## src/rtl/pipe_pkg.sv

```systemverilog
// Shared types for the inter-stage pipeline registers: per-stage control
// structs, their widths and their all-zero bubble values.
package pipe_pkg;

  typedef struct packed {
    logic       RegWrite;
    logic [1:0] ResultSrc;
    logic       MemWrite;
  } ex_mem_ctrl_t;

  typedef struct packed {
    logic       RegWrite;
    logic [1:0] ResultSrc;
  } mem_wb_ctrl_t;

  localparam int EX_MEM_CTRL_W = $bits(ex_mem_ctrl_t);
  localparam int MEM_WB_CTRL_W = $bits(mem_wb_ctrl_t);

  // A bubble carries no RegWrite/MemWrite, so an invalid slot is harmless.
  localparam ex_mem_ctrl_t EX_MEM_BUBBLE = '0;
  localparam mem_wb_ctrl_t MEM_WB_BUBBLE = '0;

  // Number of valid entries from the two entry valid bits.
  function automatic logic [1:0] occCount(input logic mainV, input logic skidV);
    return {1'b0, mainV} + {1'b0, skidV};
  endfunction

endpackage

```

## src/rtl/pipe_skid_slot.sv

```systemverilog
// One valid+payload entry. clear has priority over load; a cleared entry
// holds BUBBLE so its payload is inert whenever it is invalid.
module pipe_skid_slot #(
  parameter int               WIDTH  = 4,
  parameter logic [WIDTH-1:0] BUBBLE = '0
) (
  input  logic             clk,
  input  logic             rst_n,
  input  logic             clear,
  input  logic             load,
  input  logic [WIDTH-1:0] loadData,
  output logic             valid,
  output logic [WIDTH-1:0] data
);

  // Entry register: reset/clear to bubble, load marks the entry valid.
  always_ff @(posedge clk or negedge rst_n) begin
    if (!rst_n) begin
      valid <= 1'b0;
      data  <= BUBBLE;
    end else if (clear) begin
      valid <= 1'b0;
      data  <= BUBBLE;
    end else if (load) begin
      valid <= 1'b1;
      data  <= loadData;
    end
  end

endmodule

```

## src/rtl/pipe_stage_reg.sv

```systemverilog
// Generic inter-stage pipeline register with valid/ready back-pressure and
// hazard flush. Optional feature macro: PIPE_STAGE_SKID_EN adds a skid entry
// and makes up_ready a register.
//
// Handshake: a beat moves on an edge where valid && ready are both high on
// that side (up_valid && up_ready in, dn_valid && dn_ready out); a producer
// holds valid and data stable until the beat moves; ready may change freely.
module pipe_stage_reg
  import pipe_pkg::*;
#(
  parameter int               WIDTH  = EX_MEM_CTRL_W,
  parameter logic [WIDTH-1:0] BUBBLE = '0
) (
  input  logic             clk,
  input  logic             rst_n,
  input  logic             flush,
  input  logic             up_valid,
  input  logic [WIDTH-1:0] up_data,
  output logic             up_ready,
  output logic             dn_valid,
  output logic [WIDTH-1:0] dn_data,
  input  logic             dn_ready,
  output logic [1:0]       occupancy
);

  logic             xferIn;
  logic             xferOut;
  logic             mainValid;
  logic [WIDTH-1:0] mainData;
  logic             mainLoad;
  logic             mainClear;
  logic [WIDTH-1:0] mainLoadData;

  assign xferIn    = up_valid && up_ready;
  assign xferOut   = mainValid && dn_ready;
  assign dn_valid  = mainValid;
  assign dn_data   = mainData;

  pipe_skid_slot #(.WIDTH(WIDTH), .BUBBLE(BUBBLE)) uMain (
    .clk      (clk),
    .rst_n    (rst_n),
    .clear    (mainClear),
    .load     (mainLoad),
    .loadData (mainLoadData),
    .valid    (mainValid),
    .data     (mainData)
  );

`ifdef PIPE_STAGE_SKID_EN

  logic             skidValid;
  logic [WIDTH-1:0] skidData;
  logic             skidLoad;
  logic             skidClear;
  logic             skidNextValid;
  logic             upReadyReg;

  pipe_skid_slot #(.WIDTH(WIDTH), .BUBBLE(BUBBLE)) uSkid (
    .clk      (clk),
    .rst_n    (rst_n),
    .clear    (skidClear),
    .load     (skidLoad),
    .loadData (up_data),
    .valid    (skidValid),
    .data     (skidData)
  );

  // Priority flush > transfer; main refills from skid so beat order holds.
  always_comb begin
    mainLoad     = 1'b0;
    mainClear    = 1'b0;
    mainLoadData = up_data;
    skidLoad     = 1'b0;
    skidClear    = 1'b0;
    if (flush) begin
      mainClear = 1'b1;
      skidClear = 1'b1;
    end else if (xferOut) begin
      if (skidValid) begin
        mainLoad     = 1'b1;
        mainLoadData = skidData;
        skidClear    = 1'b1;
      end else if (xferIn) begin
        mainLoad = 1'b1;
      end else begin
        mainClear = 1'b1;
      end
    end else if (xferIn) begin
      if (mainValid) skidLoad = 1'b1;
      else           mainLoad = 1'b1;
    end
  end

  // Next skid valid, so up_ready can be registered without a dn_ready path.
  always_comb begin
    skidNextValid = 1'b0;
    if (!flush) begin
      if (skidValid) skidNextValid = !xferOut;
      else           skidNextValid = xferIn && mainValid && !xferOut;
    end
  end

  // Registered ready mirrors "skid entry empty" after each edge.
  always_ff @(posedge clk or negedge rst_n) begin
    if (!rst_n) upReadyReg <= 1'b1;
    else        upReadyReg <= !skidNextValid;
  end

  assign up_ready  = upReadyReg;
  assign occupancy = occCount(mainValid, skidValid);

`else

  // Single entry: flush > load on transfer in > bubble on drain > hold.
  always_comb begin
    mainLoad     = 1'b0;
    mainClear    = 1'b0;
    mainLoadData = up_data;
    if (flush)        mainClear = 1'b1;
    else if (xferIn)  mainLoad  = 1'b1;
    else if (xferOut) mainClear = 1'b1;
  end

  // Flush always consumes the incoming beat so upstream never stalls on it.
  assign up_ready  = flush || !mainValid || dn_ready;
  assign occupancy = occCount(mainValid, 1'b0);

`endif

endmodule

```

## config.mk

```make
export PLATFORM = sky130hd
export DESIGN_NAME = pipe_stage_reg
export DESIGN_NICKNAME = d
export VERILOG_FILES = /design/src/rtl/pipe_pkg.sv /design/src/rtl/pipe_skid_slot.sv /design/src/rtl/pipe_stage_reg.sv
export SDC_FILE = /design/constraint.sdc
export NUM_CORES = 1
export LEC_CHECK = 0
export ABC_AREA = 0
export ABC_CLOCK_PERIOD_IN_PS = 1400
export BUFFER_PORTS_ARGS = -buffer_cell sky130_fd_sc_hd__clkbuf_2
export CORE_AREA = 2 2 39 41
export DETAILED_ROUTE_END_ITERATION = 10
export DIE_AREA = 0 0 41 43
export HOLD_SLACK_MARGIN = 0.06
export SLEW_MARGIN = 30
export SYNTH_ARGS = -nofsm -noshare
export SYNTH_HDL_FRONTEND = slang
export SYNTH_SLANG_ARGS = --single-unit
export TNS_END_PERCENT = 50
```

## constraint.sdc

```tcl
create_clock -name clk -period 1.4 [get_ports clk]
set_input_delay 0.14 -clock clk [delete_from_list [all_inputs] [get_ports clk]]
set_output_delay 0.14 -clock clk [all_outputs]
set_load 0.005 [all_outputs]
```

==> results of run 1 <==
routing by layer:
| layer | up-vias | GRT usage, % | wire [um] |
|---|---|---|---|
| met5 | - | 0 | 0 |
| met4 | 0 | 4.000 | 0 |
| met3 | 0 | 6.283 | 59 |
| met2 | 13 | 12.81 | 319 |
| met1 | 113 | 11.44 | 300 |
| li1 | 120 | - | - |
power by group through the flow:
stage	sequential, mW	clock [mW]	combinational, mW
2_1_floorplan	0.162	0	0.0347
3_3_place_gp	0.161	0	0.0636
3_5_place_dp	0.161	0	0.0643
4_1_cts	0.159	0.184	0.0670
5_1_grt	0.161	0.191	0.0736
6_report	0.159	0.174	0.0655
cell type report:
type / count / area [um^2] / share of cell area (%)
Multi-Input combinational cell: 17 / 141.4 / 35.20
Sequential cell: 5 / 125.1 / 31.15
Timing Repair Buffer: 16 / 85.08 / 21.18
Clock buffer: 4 / 26.28 / 6.542
Tap cell: 16 / 20.02 / 4.984
Inverter: 1 / 3.754 / 0.9346
state kept, by name, indices dropped and copies added, names as in the netlist:
| name | cells |
|---|---|
| uMain.data | 4 |
| uMain.valid | 1 |
repair_timing:
item,4_1_cts,5_1_grt
hold buffers,1,0
gates resized for setup,0,0
endpoints found under the hold margin,5,0
kinds of logic after synthesis:
kind of cell / after synthesis
compound gates: 5
buf+inv: 3
other cells: 1
simple gates: 10
mux: 1
flops: 5
through the flow:
stage,area (um^2),utilization (%)
2_1_floorplan,285.3,-
5_1_grt,401.6,29.02
3_5_place_dp,365.4,26.40
4_1_cts,401.6,29.02
6_report,401.6,29.02
3_3_place_gp,365.4,26.40
cell usage after synthesis (all sizes together):
library cell,n
o32ai,4
buf,2
mux2,1
o21ba,1
inv,1
dfrtp,5
nor2b,1
conb,1
nand2b,9
worst min-delay path by stage:
stage / start / end / slack [ns]
3_5_place_dp: rst_n / uMain.data[1]$_DFFE_PN0P_ / -0.04
3_3_place_gp: rst_n / uMain.data[1]$_DFFE_PN0P_ / -0.04
2_1_floorplan: rst_n / uMain.data[0]$_DFFE_PN0P_ / -0.16
4_1_cts: up_data[3] / uMain.data[3]$_DFFE_PN0P_ / 0.15
6_report: up_valid / uMain.valid$_DFFE_PN0P_ / 0.15
5_1_grt: up_valid / uMain.valid$_DFFE_PN0P_ / 0.16
critical path: cells and delay by family (launching register included):
family	cells	cell delay, ns
AND/OR/NAND/NOR	2	0.31
buffers and inverters	1	0.11
flip-flops	1	0.40
==> flow_metrics.env, run 1 <==
export IMPL_outcome="completed"
export IMPL_drc=0
export IMPL_crit_type="flop to output port"
export IMPL_postCtsSetupRepairBufs=0
export IMPL_power_mw=0.3990
export IMPL_diodes=0
export IMPL_slowest_stage="dfrtp_1"
export IMPL_timing_rr_end="uMain.data[1]$_DFFE_PN0P_"
export IMPL_finalCritPeriodShare_pct=86.78
export IMPL_synth_cell_type_count=10
export IMPL_post_route_min_period_ns=1.215
export IMPL_power_switching_mw=0.1010
export IMPL_p_clk_share_pct=43.7
export IMPL_grt_util_all_layers_pct=9.485
export IMPL_finalNonFillerCells=59
export IMPL_cts_tree="yes"
export IMPL_end_kind="output port"
export IMPL_yosysSeqAreaShare_pct=43.86
export IMPL_drt_wl_total_um=680
export IMPL_setup_violations=0
export IMPL_internal_power_mw=0.2980
export IMPL_synth_adder_area_share_pct=0
export IMPL_die_area_um2=1763
export IMPL_vias=246
export IMPL_tns_ns=0
export IMPL_endpoint="up_ready"
export IMPL_root_buffer="clkbuf_4"
export IMPL_first_pass_iters=3
export IMPL_regToRegSetupSlack_ns=0.41
export IMPL_antenna_found_initial=0
export IMPL_vdd_drop_max_uv=313.7
export IMPL_synth_mux_area_share_pct=5.263
export IMPL_initial_utilization_pct=20.61
export IMPL_swShare_pct=25.32
export IMPL_yosys_area_share_simple_pct=24.56
export IMPL_layout_common_cells="clkbuf_2 (15), nand2b_1 (9), dfrtp_1 (5)"
export IMPL_grt_overflow_total=0
export IMPL_nFillCells=155
export IMPL_synthToLayoutAreaGrowth_pct=40.79
export IMPL_synth_area_um2=285.3
export IMPL_htree_levels=1
export IMPL_leakagePower_nw=0.1953
export IMPL_ant_nets=0
export IMPL_r2r_cells=2
export IMPL_hold_viol=0
export IMPL_hpwl_um=498.4
export IMPL_crit_fanout=6
export IMPL_p_seq_share_pct=39.9
export IMPL_grt_pass1_wl_um=1055
export IMPL_pwr_share_comb_pct=16.4
export IMPL_syn_num_nets=34
export IMPL_rsz0062_at_grt="no"
export IMPL_synth_compound_area_share_pct=18.42
export IMPL_fmaxAchievable_ghz=0.8231
export IMPL_grt_pass1_vias=258
export IMPL_core_um2=1384
export IMPL_fin_skew_ns=0.01142
export IMPL_finalNetCount=53
export IMPL_clk_latency_ns=0.25
export IMPL_ys_warn_count=0
export IMPL_drive_above_1_share_pct=51.16
export IMPL_synth_area_top_cells="dfrtp_1 (44%), nand2b_1 (20%), o32ai_1 (9.2%)"
export IMPL_place_ws_ns=0.4230
export IMPL_cts_sinks=5
export IMPL_cellPowerDensity_nw_per_um2=993.4
export IMPL_dieWidth_um=41
export IMPL_final_common_cell="clkbuf_2"
export IMPL_vias_per_cell=4.169
export IMPL_synth_top_family_by_area="simple AND/OR/NAND/NOR gates"
export IMPL_fin_ws_ns=0.1851
export IMPL_crit_start="uMain.valid$_DFFE_PN0P_"
export IMPL_rows=14
export IMPL_critPathArrivalTime_ns=1.07
export IMPL_synth_xor_area_share_pct=0
export IMPL_drtIter0Drc=2
export IMPL_drv_slew=0
export IMPL_timing_critical_path_required_ns=1.26
export IMPL_crit_path_start_kind="flop"
export IMPL_crit_chain="nor2b_4 -> nand2b_1 -> clkbuf_2"
export IMPL_hold_depth=2
export IMPL_avgSynthCellArea_um2=11.41
export IMPL_place_congestion=0.7136
export IMPL_synth_top_area_share_pct=43.86
export IMPL_post_drt_wl_per_cell_um=11.53
export IMPL_io_buffer_count=15
export IMPL_clockBufferDepth=2
export IMPL_r2r_start="uMain.valid$_DFFE_PN0P_"
export IMPL_ys_ff_latch=5
export IMPL_io_pin_count=17
export IMPL_hold_ws_ns=0.1546
export IMPL_synth_top_area_cell="dfrtp_1"
export IMPL_numCtsBuffers=3
export IMPL_dp_cells=54
export IMPL_drv_cap=0
export IMPL_grt_max_degree=11
export IMPL_slowest_delay_ns=0.40
export IMPL_min_path_type="primary input to flop"
export IMPL_die_height_um=43
export IMPL_netlist_instances=25
export IMPL_clkTransAtPathRegs_ns=0.05
Note: power is estimated with default switching activity, not from simulation.
==> run 2: changes to the inputs <==
ABC_CLOCK_PERIOD_IN_PS = 1200   (was 1400)
clock period = 1.2 ns   (was 1.4 ns; I/O delays follow)
==> run 2 against run 1 <==
Compared with the run above:
- non-clock buffer count grew 1
- design area grew 1.9%
- cell count grew 1.7%
- sequential power grew 17%
- utilization grew 0.54 points
- combinational power grew 21%
- global-route usage grew 0.30 points
- clock skew shrank 0.0014 ns
- count of clock-buffer cells in the layout is the same
- routed wire length grew 2.6%
- register-to-register slack lost 0.31 ns
- critical endpoint unchanged
==> flow_metrics.env, run 2 (synthesis gave the netlist of run 1 again) <==
export IMPL_htree_levels=1
export IMPL_slowest_delay_ns=0.40
export IMPL_layout_common_cells="clkbuf_2 (15), nand2b_1 (9), dfrtp_1 (5)"
export IMPL_dpl_instance_area_um2=365.4
export IMPL_setup_violations=0
export IMPL_dp_cells=54
export IMPL_drc=0
export IMPL_grt_pass1_wl_um=1090
export IMPL_root_buffer="clkbuf_4"
export IMPL_cts_tree="yes"
export IMPL_crit_path_start_kind="flop"
export IMPL_critPathArrivalTime_ns=0.98
export IMPL_registers_top_by_ff_count="uMain.data"
export IMPL_power_mw=0.4666
export IMPL_fin_skew_ns=0.009967
export IMPL_drive_above_1_share_pct=52.27
export IMPL_vdd_drop_max_uv=364.9
export IMPL_grt_overflow_total=0
export IMPL_core_um2=1384
export IMPL_place_ws_ns=0.2230
export IMPL_rows=14
export IMPL_regToRegSetupSlack_ns=0.1
export IMPL_crit_chain="nor2b_4 -> nand2b_1 -> clkbuf_2"
export IMPL_numCtsBuffers=3
export IMPL_path_buf_inv=1
export IMPL_drtIter0Drc=1
export IMPL_grt_pass1_vias=263
export IMPL_clk_latency_ns=0.25
export IMPL_drv_slew=0
export IMPL_grt_util_all_layers_pct=9.788
export IMPL_fin_util_pct=29.57
export IMPL_cp_depth=3
export IMPL_outcome="completed"
export IMPL_post_route_min_period_ns=1.105
export IMPL_reg_top3="uMain.data: 4 flops, uMain.valid: 1 flops"
export IMPL_rsz0062_at_grt="no"
export IMPL_diodes=0
export IMPL_cellPowerDensity_nw_per_um2=1140
export IMPL_r2r_cells=3
export IMPL_leakagePower_nw=0.2006
export IMPL_hpwl_um=498.4
export IMPL_hold_ws_ns=0.1354
export IMPL_dr_max_layer_used="met3"
export IMPL_finalNonFillerCells=60
export IMPL_io_buffer_count=15
export IMPL_vias_per_cell=4.167
export IMPL_finalCritPeriodShare_pct=92.07
export IMPL_clockBufferDepth=2
export IMPL_fin_ws_ns=0.09519
export IMPL_dieWidth_um=41
export IMPL_finalNetCount=54
export IMPL_post_drt_wl_per_cell_um=11.63
export IMPL_drv_cap=0
export IMPL_clkTransAtPathRegs_ns=0.05
export IMPL_die_area_um2=1763
export IMPL_tns_ns=0
export IMPL_wl_met3_um=59
export IMPL_die_height_um=43
export IMPL_antenna_found_initial=0
export IMPL_ant_nets=0
export IMPL_final_common_cell="clkbuf_2"
export IMPL_cts_resized=0
export IMPL_grt_max_degree=11
export IMPL_hold_depth=3
export IMPL_timing_rr_end="uMain.data[1]$_DFFE_PN0P_"
export IMPL_nFillCells=155
export IMPL_io_pin_count=17
export IMPL_crit_start="uMain.valid$_DFFE_PN0P_"
export IMPL_hold_viol=0
export IMPL_endpoint="up_ready"
export IMPL_wl_met2_um=327
export IMPL_crit_type="flop to output port"
export IMPL_initial_utilization_pct=20.61
export IMPL_vias=250
export IMPL_place_congestion=0.7136
export IMPL_largest_reg_flops=4
export IMPL_path_delay_family="flip-flops"
export IMPL_end_kind="output port"
export IMPL_final_area_um2=409.1
export IMPL_synthToLayoutAreaGrowth_pct=43.42
export IMPL_slowest_stage="dfrtp_1"
export IMPL_fmaxAchievable_ghz=0.9051
export IMPL_wirelength_met1_um=311
export IMPL_drt_wl_total_um=698
export IMPL_crit_fanout=4
export IMPL_timing_critical_path_required_ns=1.08
export IMPL_first_pass_iters=2
export IMPL_cts_sinks=5
export IMPL_min_path_type="primary input to flop"
export IMPL_r2r_start="uMain.valid$_DFFE_PN0P_"
==> run 2: cell count changes in the layout (fill, tap and decap cells not counted) <==
cell and change:
buf_4 +1
==> run 2: power breakdown <==
part	internal [mW]	leakage [nW]	switching (mW)	total, mW
clock network	0.126	0.0150	0.0755	0.202
logic	0.0442	0.119	0.0349	0.0791
registers	0.179	0.0663	0.00674	0.186
total	0.349	0.201	0.117	0.467
==> run 2: worst reg2reg max path: stages (launching register included) <==
cell and delay, ns:
dfrtp_1 0.41, nor2b_4 0.14, buf_4 0.15, o32ai_1 0.29
==> run 2: metal layers <==
metal | GRT usage, % | vias up
met5 | 0 | -
met4 | 4.000 | 0
met3 | 6.283 | 0
met2 | 13.44 | 13
met1 | 11.76 | 115
li1 | - | 122
==> run 2: worst min path at each step <==
| stage | endpoint | start | slack [ns] |
|---|---|---|---|
| 5_1_grt | uMain.valid$_DFFE_PN0P_ | up_valid | 0.14 |
| 2_1_floorplan | uMain.data[0]$_DFFE_PN0P_ | rst_n | -0.18 |
| 6_report | uMain.data[3]$_DFFE_PN0P_ | up_data[3] | 0.14 |
| 3_3_place_gp | uMain.data[1]$_DFFE_PN0P_ | rst_n | -0.06 |
| 3_5_place_dp | uMain.data[1]$_DFFE_PN0P_ | rst_n | -0.06 |
| 4_1_cts | uMain.data[3]$_DFFE_PN0P_ | up_data[3] | 0.13 |
==> run 2: layout make-up <==
class / instances / area (um^2) / area share (%)
Timing Repair Buffer: 17 / 92.59 / 22.63
Multi-Input combinational cell: 17 / 141.4 / 34.56
Inverter: 1 / 3.754 / 0.9174
Sequential cell: 5 / 125.1 / 30.58
Tap cell: 16 / 20.02 / 4.893
Clock buffer: 4 / 26.28 / 6.422
==> run 2: what timing repair did <==
action | in CTS | in global routing
buffers inserted | 1 | 0
hold buffers | 1 | 0
hold endpoints to repair | 5 | 0
endpoints found under the setup margin | 1 | 0
